==> src/rtl/k_means_div_scheduler_if.sv <==
// Accumulator read / divider issue bus between scheduler and datapath.
// Scheduler owns reads and issue; datapath owns data, results and credits.
interface k_means_div_scheduler_if #(
  parameter int CLUSTER_BITS = 3,
  parameter int DIM_BITS     = 6
);
  logic                    acc_rd_en;
  logic [CLUSTER_BITS-1:0] acc_rd_cluster;
  logic [DIM_BITS-1:0]     acc_rd_dim;
  logic [63:0]             acc_rd_sum;
  logic [63:0]             acc_rd_count;
  logic [63:0]             div_sum;
  logic [63:0]             div_count;
  logic                    div_valid;
  logic                    div_last_dim;
  logic                    div_last;
  logic                    div_dout_valid;
  logic                    div_dout_last;
  logic                    credit_return;

  modport master (
    output acc_rd_en, acc_rd_cluster, acc_rd_dim,
    output div_sum, div_count, div_valid,
    output div_last_dim, div_last,
    input  acc_rd_sum, acc_rd_count,
    input  div_dout_valid, div_dout_last,
    input  credit_return
  );

  modport slave (
    input  acc_rd_en, acc_rd_cluster, acc_rd_dim,
    input  div_sum, div_count, div_valid,
    input  div_last_dim, div_last,
    output acc_rd_sum, acc_rd_count,
    output div_dout_valid, div_dout_last,
    output credit_return
  );
endinterface

==> src/rtl/k_means_div_scheduler.sv <==
// Centroid division pass sequencer: walks sum/count memories cluster-major
// and issues pairs to the divider, throttled by downstream FIFO credits.
module k_means_div_scheduler #(
  parameter int CLUSTER_BITS = 3,
  parameter int DIM_BITS     = 6,
  parameter int CREDITS      = 64
) (
  input  logic                  clk,
  input  logic                  rst_n,
  input  logic                  start_operator,
  input  logic [CLUSTER_BITS:0] num_cluster,
  input  logic [DIM_BITS:0]     num_dim,
  input  logic                  update_start,
  k_means_div_scheduler_if.master bus,
  output logic                  busy,
  output logic                  update_done,
  output logic                  credit_err,
  output logic [31:0]           sched_debug_cnt
);

  localparam int CW = $clog2(CREDITS + 1);
  localparam logic [CW-1:0] CMAX = CW'(CREDITS);

  typedef enum logic [1:0] {
    IDLE,
    ISSUE,
    DRAIN,
    DONE
  } state_t;

  state_t                  state_q;
  state_t                  state_d;
  logic [CLUSTER_BITS:0]   nc_q;
  logic [DIM_BITS:0]       nd_q;
  logic [CLUSTER_BITS-1:0] cl_q;
  logic [DIM_BITS-1:0]     dm_q;
  logic [CW-1:0]           credits_q;
  logic                    issue;
  logic                    last_dim;
  logic                    last;
  logic                    sizes_ok;

  assign sizes_ok = (num_cluster != '0) && (num_dim != '0);
  assign last_dim = {1'b0, dm_q} == nd_q - (DIM_BITS+1)'(1);
  assign last     = last_dim &&
                    ({1'b0, cl_q} == nc_q - (CLUSTER_BITS+1)'(1));

  always_comb begin
    state_d     = state_q;
    issue       = 1'b0;
    busy        = 1'b0;
    update_done = 1'b0;
    case (state_q)
      IDLE: begin
        if (update_start) state_d = sizes_ok ? ISSUE : DONE;
      end
      ISSUE: begin
        busy  = 1'b1;
        issue = credits_q != '0;
        if (issue && last) state_d = DRAIN;
      end
      DRAIN: begin
        busy = 1'b1;
        if (bus.div_dout_valid && bus.div_dout_last) state_d = DONE;
      end
      DONE: begin
        update_done = 1'b1;
        state_d     = IDLE;
      end
      default: state_d = IDLE;
    endcase
  end

  assign bus.acc_rd_en      = issue;
  assign bus.acc_rd_cluster = cl_q;
  assign bus.acc_rd_dim     = dm_q;
  assign bus.div_sum        = bus.acc_rd_sum;
  assign bus.div_count      = bus.acc_rd_count;

  always_ff @(posedge clk or negedge rst_n) begin
    if (!rst_n) begin
      state_q <= IDLE;
      nc_q    <= '0;
      nd_q    <= '0;
      cl_q    <= '0;
      dm_q    <= '0;
    end else begin
      state_q <= state_d;
      if (state_q == IDLE && update_start) begin
        nc_q <= num_cluster;
        nd_q <= num_dim;
        cl_q <= '0;
        dm_q <= '0;
      end else if (issue) begin
        if (last_dim) begin
          dm_q <= '0;
          cl_q <= cl_q + 1'b1;
        end else begin
          dm_q <= dm_q + 1'b1;
        end
      end
    end
  end

  // A return that would exceed the FIFO depth means downstream lost track.
  always_ff @(posedge clk or negedge rst_n) begin
    if (!rst_n) begin
      credits_q  <= CMAX;
      credit_err <= 1'b0;
    end else begin
      case ({issue, bus.credit_return})
        2'b10: credits_q <= credits_q - CW'(1);
        2'b01: begin
          if (credits_q == CMAX) credit_err <= 1'b1;
          else credits_q <= credits_q + CW'(1);
        end
        default: credits_q <= credits_q;
      endcase
    end
  end

  always_ff @(posedge clk or negedge rst_n) begin
    if (!rst_n) begin
      bus.div_valid    <= 1'b0;
      bus.div_last_dim <= 1'b0;
      bus.div_last     <= 1'b0;
      sched_debug_cnt  <= '0;
    end else begin
      bus.div_valid    <= issue;
      bus.div_last_dim <= issue && last_dim;
      bus.div_last     <= issue && last;
      if (start_operator) sched_debug_cnt <= '0;
      else sched_debug_cnt <= sched_debug_cnt + 32'(issue);
    end
  end

endmodule
==> src/flat_wrapper.sv <==
// flat-port wrapper written by rule: the top's interface ports become plain ports
module k_means_div_scheduler_flat 
#(
  parameter int CLUSTER_BITS = 3,
  parameter int DIM_BITS     = 6,
  parameter int CREDITS      = 64
)
  (clk, rst_n, start_operator, num_cluster, num_dim, update_start, busy, update_done, credit_err, sched_debug_cnt, bus_acc_rd_en, bus_acc_rd_cluster, bus_acc_rd_dim, bus_div_sum, bus_div_count, bus_div_valid, bus_div_last_dim, bus_div_last, bus_acc_rd_sum, bus_acc_rd_count, bus_div_dout_valid, bus_div_dout_last, bus_credit_return);
  k_means_div_scheduler_if #(.CLUSTER_BITS(CLUSTER_BITS), .DIM_BITS(DIM_BITS)) bus_i ();
  input  logic clk;
  input  logic rst_n;
  input  logic start_operator;
  input  logic [CLUSTER_BITS:0] num_cluster;
  input  logic [DIM_BITS:0] num_dim;
  input  logic update_start;
  output logic busy;
  output logic update_done;
  output logic credit_err;
  output logic [31:0] sched_debug_cnt;
  output wire logic [$bits(bus_i.acc_rd_en)-1:0] bus_acc_rd_en;
  output wire logic [$bits(bus_i.acc_rd_cluster)-1:0] bus_acc_rd_cluster;
  output wire logic [$bits(bus_i.acc_rd_dim)-1:0] bus_acc_rd_dim;
  output wire logic [$bits(bus_i.div_sum)-1:0] bus_div_sum;
  output wire logic [$bits(bus_i.div_count)-1:0] bus_div_count;
  output wire logic [$bits(bus_i.div_valid)-1:0] bus_div_valid;
  output wire logic [$bits(bus_i.div_last_dim)-1:0] bus_div_last_dim;
  output wire logic [$bits(bus_i.div_last)-1:0] bus_div_last;
  input wire logic [$bits(bus_i.acc_rd_sum)-1:0] bus_acc_rd_sum;
  input wire logic [$bits(bus_i.acc_rd_count)-1:0] bus_acc_rd_count;
  input wire logic [$bits(bus_i.div_dout_valid)-1:0] bus_div_dout_valid;
  input wire logic [$bits(bus_i.div_dout_last)-1:0] bus_div_dout_last;
  input wire logic [$bits(bus_i.credit_return)-1:0] bus_credit_return;
  assign bus_acc_rd_en = bus_i.acc_rd_en;
  assign bus_acc_rd_cluster = bus_i.acc_rd_cluster;
  assign bus_acc_rd_dim = bus_i.acc_rd_dim;
  assign bus_div_sum = bus_i.div_sum;
  assign bus_div_count = bus_i.div_count;
  assign bus_div_valid = bus_i.div_valid;
  assign bus_div_last_dim = bus_i.div_last_dim;
  assign bus_div_last = bus_i.div_last;
  assign bus_i.acc_rd_sum = bus_acc_rd_sum;
  assign bus_i.acc_rd_count = bus_acc_rd_count;
  assign bus_i.div_dout_valid = bus_div_dout_valid;
  assign bus_i.div_dout_last = bus_div_dout_last;
  assign bus_i.credit_return = bus_credit_return;
  k_means_div_scheduler #(.CLUSTER_BITS(CLUSTER_BITS), .DIM_BITS(DIM_BITS), .CREDITS(CREDITS)) u_core (.clk(clk), .rst_n(rst_n), .start_operator(start_operator), .num_cluster(num_cluster), .num_dim(num_dim), .update_start(update_start), .bus(bus_i), .busy(busy), .update_done(update_done), .credit_err(credit_err), .sched_debug_cnt(sched_debug_cnt));
endmodule
==> config.mk <==
export PLATFORM = sky130hd
export DESIGN_NAME = k_means_div_scheduler_flat
export DESIGN_NICKNAME = d
export VERILOG_FILES = /design/src/rtl/k_means_div_scheduler_if.sv /design/src/rtl/k_means_div_scheduler.sv /design/src/flat_wrapper.sv
export SDC_FILE = /design/constraint.sdc
export NUM_CORES = 1
export LEC_CHECK = 0
export CORE_AREA = 5 5 122 124
export CTS_CLUSTER_DIAMETER = 80
export CTS_CLUSTER_SIZE = 8
export DETAILED_ROUTE_END_ITERATION = 10
export DIE_AREA = 0 0 127 129
export HOLD_SLACK_MARGIN = 0.12
export PLACE_DENSITY = 0.84
export SKIP_CTS_REPAIR_TIMING = 1
export SLEW_MARGIN = 20
export SYNTH_ARGS = -nofsm -noshare
export SYNTH_HDL_FRONTEND = slang
export SYNTH_SLANG_ARGS = --single-unit
==> constraint.sdc <==
create_clock -name clk -period 6.5 [get_ports clk]
set_input_delay 0.975 -clock clk [delete_from_list [all_inputs] [get_ports clk]]
set_output_delay 0.975 -clock clk [all_outputs]
set_load 0.01 [all_outputs]
==> results.yml <==
outcome:
  status: "finished clean"
pwr:
  power.density_nw_per_um2: 394
  p_leak_nw: 1.94
  sw_frac_of_total_pct: 35.5
  switching_power_mw: 0.661
  ir_drop_uv: 124
  p_int_mw: 1.20
  clock_power_share_pct: 27.0
  seq_power_share_pct: 32.8
  comb_power_share_pct: 40.2
die:
  coreArea_um2: 13700
  die_y_um: 129
  die_area_um2: 16400
  die_x_um: 127
  fp-row-count: 43
  pin_count: 322
  initial_core_util_pct: 33.2
setup_path:
  start_kind: "flip-flop"
  cp-end-kind: "output port"
  cp_data_arrival_time_ns: 2.61
  crit_required_ns: 5.52
  path_max_fanout: 8
  worstSetupPathType: "reg2out"
drt:
  routedWlPerCell_um: 15.6
  wirelength_mm: 9.75
  vias_per_cell: 4.88
  drt_drc_violations_left: 0
  vias: 3052
  drtAntennaViolNets: 0
  drtIter0Drc: 198
  drt_pre_antenna_iters: 4
global_routing:
  use_met2_pct: 17.3
  grt_pass1_wl_mm: 15.6
  met3_usage_pct: 5.15
  busiest_layer: "met2"
  grt_usage_pct: 11.9
  met1_usage_pct: 13.2
  grt_max_degree: 66
  grt_pass1_vias: 3026
  antenna_found_initial: 0
  gr-total-overflow: 0
timing:
  hold_viol: 0
  rsz0062_at_grt: "false"
  slew_violations: 0
  max_slew.worst_pin.slew_ns: 0.836
  fin_ws_ns: 2.92
  setup_viol: 0
  fmax_mhz: 279
  setup_tns_ns: 0
  slew_headroom_pct: 44.2
  skew_ns: 0.00507
  period_needed_ns: 3.58
  post-route-period-util_pct: 55.1
clock_network:
  clock-sinks: 65
  cts_buffers: 9
  clock_latency_ns: 0.33
  htreeDepth: 3
  path_clk_slew_ns: 0.05
  cts_buffer_depth: 2
  cts_tree: "yes"
  root_buffer: "clkbuf_16"
finish:
  syn2layout_area_growth_pct: 4.14
  drive_gt1_share_pct: 8.09
  design_area_um2: 4720
  num_antenna_cells: 0
  fin_nets: 604
  fillCellCount: 1349
  utilization_pct: 34.6
synthesis:
  async_flop_share_pct: 100
  ys_types: 53
  yosysTopAreaCell: "dfrtp_1"
  synth-seq-area-share_pct: 35.9
  synthTopCellsByArea: "dfrtp_1 35%, buf_4 21%, ha_1 4.4%"
  synthFlopType: "dfrtp_1"
  netlist_instances: 500
  syn_area_um2: 4540
  ys.warnings.count: 0
  synth_edf_count: 0
  synth_common_cells: "128 x buf_4, 64 x dfrtp_1, 48 x nand2_1"
  yosys.area.top_type_share_pct: 35.3
  yosysMostFrequentCell: "buf_4"
  synth_area_per_cell_um2: 9.07
  ys_ff_latch: 65
  syn-num-nets: 663
placement:
  dp_worst_setup_slack_ns: 3.04
  dp.final_hpwl_mm: 7.33
  io_buffers: 65
  routabilityCongestion: 0.778
  placed_area_um2: 4410
min_path:
  hp-class: "reg2reg"
job:
  maxCapViolCount: 0
[layout make-up]
type,count,area [µm²],area share (%)
Clock buffer,13,280,5.93
Clock inverter,2,35.0,0.742
Inverter,14,52.6,1.11
Multi-Input combinational cell,285,1860,39.3
Sequential cell,65,1630,34.5
Tap cell,180,225,4.77
Timing Repair Buffer,66,648,13.7
[layer usage]
metal / part of all wire, % / routed length [µm] / vias up
li1: - / - / 1433
met1: 39 / 3810 / 1444
met2: 44 / 4270 / 95
met3: 9.3 / 904 / 80
met4: 7.9 / 768 / 0
met5: 0 / 0 / -
[kinds of logic (layout without fill, tap and decap cells)]
family / after synthesis / after routing / synth area share, %
compound gates: 55 / 55 / 7.64
buf+inv: 150 / 95 / 23.2
xor+xnor: 40 / 40 / 7.72
fa+ha+maj: 17 / 17 / 4.85
simple gates: 167 / 167 / 19.2
mux: 6 / 6 / 1.46
flops: 65 / 65 / 35.9
[final timing paths]
check	from	endpoint	slack, ns	cells past startpoint
min in group asynchronous	rst_n	u_core.bus.div_last	0.82	2
hold / removal	u_core.credit_err	u_core.credit_err	0.48	1
setup reg to reg	u_core.credits_q[0]	u_core.credits_q[6]	3.01	11
max in group asynchronous	rst_n	u_core.sched_debug_cnt[27]	5.12	2
setup / recovery	u_core.credits_q[0]	bus_acc_rd_en	2.92	5
hold reg to reg	u_core.credit_err	u_core.credit_err	0.48	1
[sequential cells by signal, summed over array words and instances (netlist names)]
register / flops
u_core.bus.div_last: 1
u_core.nc_q: 4
u_core.bus.div_valid: 1
u_core.bus.acc_rd_cluster: 3
u_core.bus.div_last_dim: 1
u_core.state_q: 2
u_core.credit_err: 1
u_core.credits_q: 7
u_core.nd_q: 7
u_core.bus.acc_rd_dim: 6
u_core.sched_debug_cnt: 32
[placed cells by master, fill, tap and decap left out, types with 3 or more instances in the layout]
cell type and instances:
nor3_1 10, xor2_1 22, nand2b_1 4, xnor2_1 18, clkbuf_8 4, o21ai_0 18, nor2_1 39, and3_1 5
and4_1 5, dfrtp_1 64, nand2_1 48, clkbuf_16 9, clkdlybuf4s50_1 63, inv_1 14, a31oi_1 3, nand4_1 4
mux2_2 5, nand3_1 17, or3_1 9, nor4_1 4, ha_1 16, nor2b_1 5, a21oi_1 14
[critical path, stage by stage, from the launching register on]
cell and delay, ns:
dfrtp_1 0.43, or4_1 0.59, nor4_2 0.29, nand2b_1 0.30, inv_1 0.16, clkdlybuf4s50_1 0.53
[through the flow]
step | cells | total power [mW] | hold WS, ns
detailed placement | 610 | 1.37 | 0.460
finish | 625 | 1.86 | 0.477
global route | 625 | 1.99 | 0.487
floorplan | 500 | 1.24 | 0.459
CTS | 625 | 1.88 | 0.483
global placement | 610 | 1.34 | 0.471
[power by group through the flow]
| stage | combinational (mW) | sequential (mW) | clock (mW) |
|---|---|---|---|
| after floorplan | 0.649 | 0.590 | 0 |
| after global placement | 0.730 | 0.613 | 0 |
| after detailed placement | 0.752 | 0.616 | 0 |
| after CTS | 0.756 | 0.609 | 0.514 |
| after global routing | 0.838 | 0.624 | 0.531 |
| final | 0.748 | 0.610 | 0.502 |
Note: power is estimated with default switching activity, not from simulation.
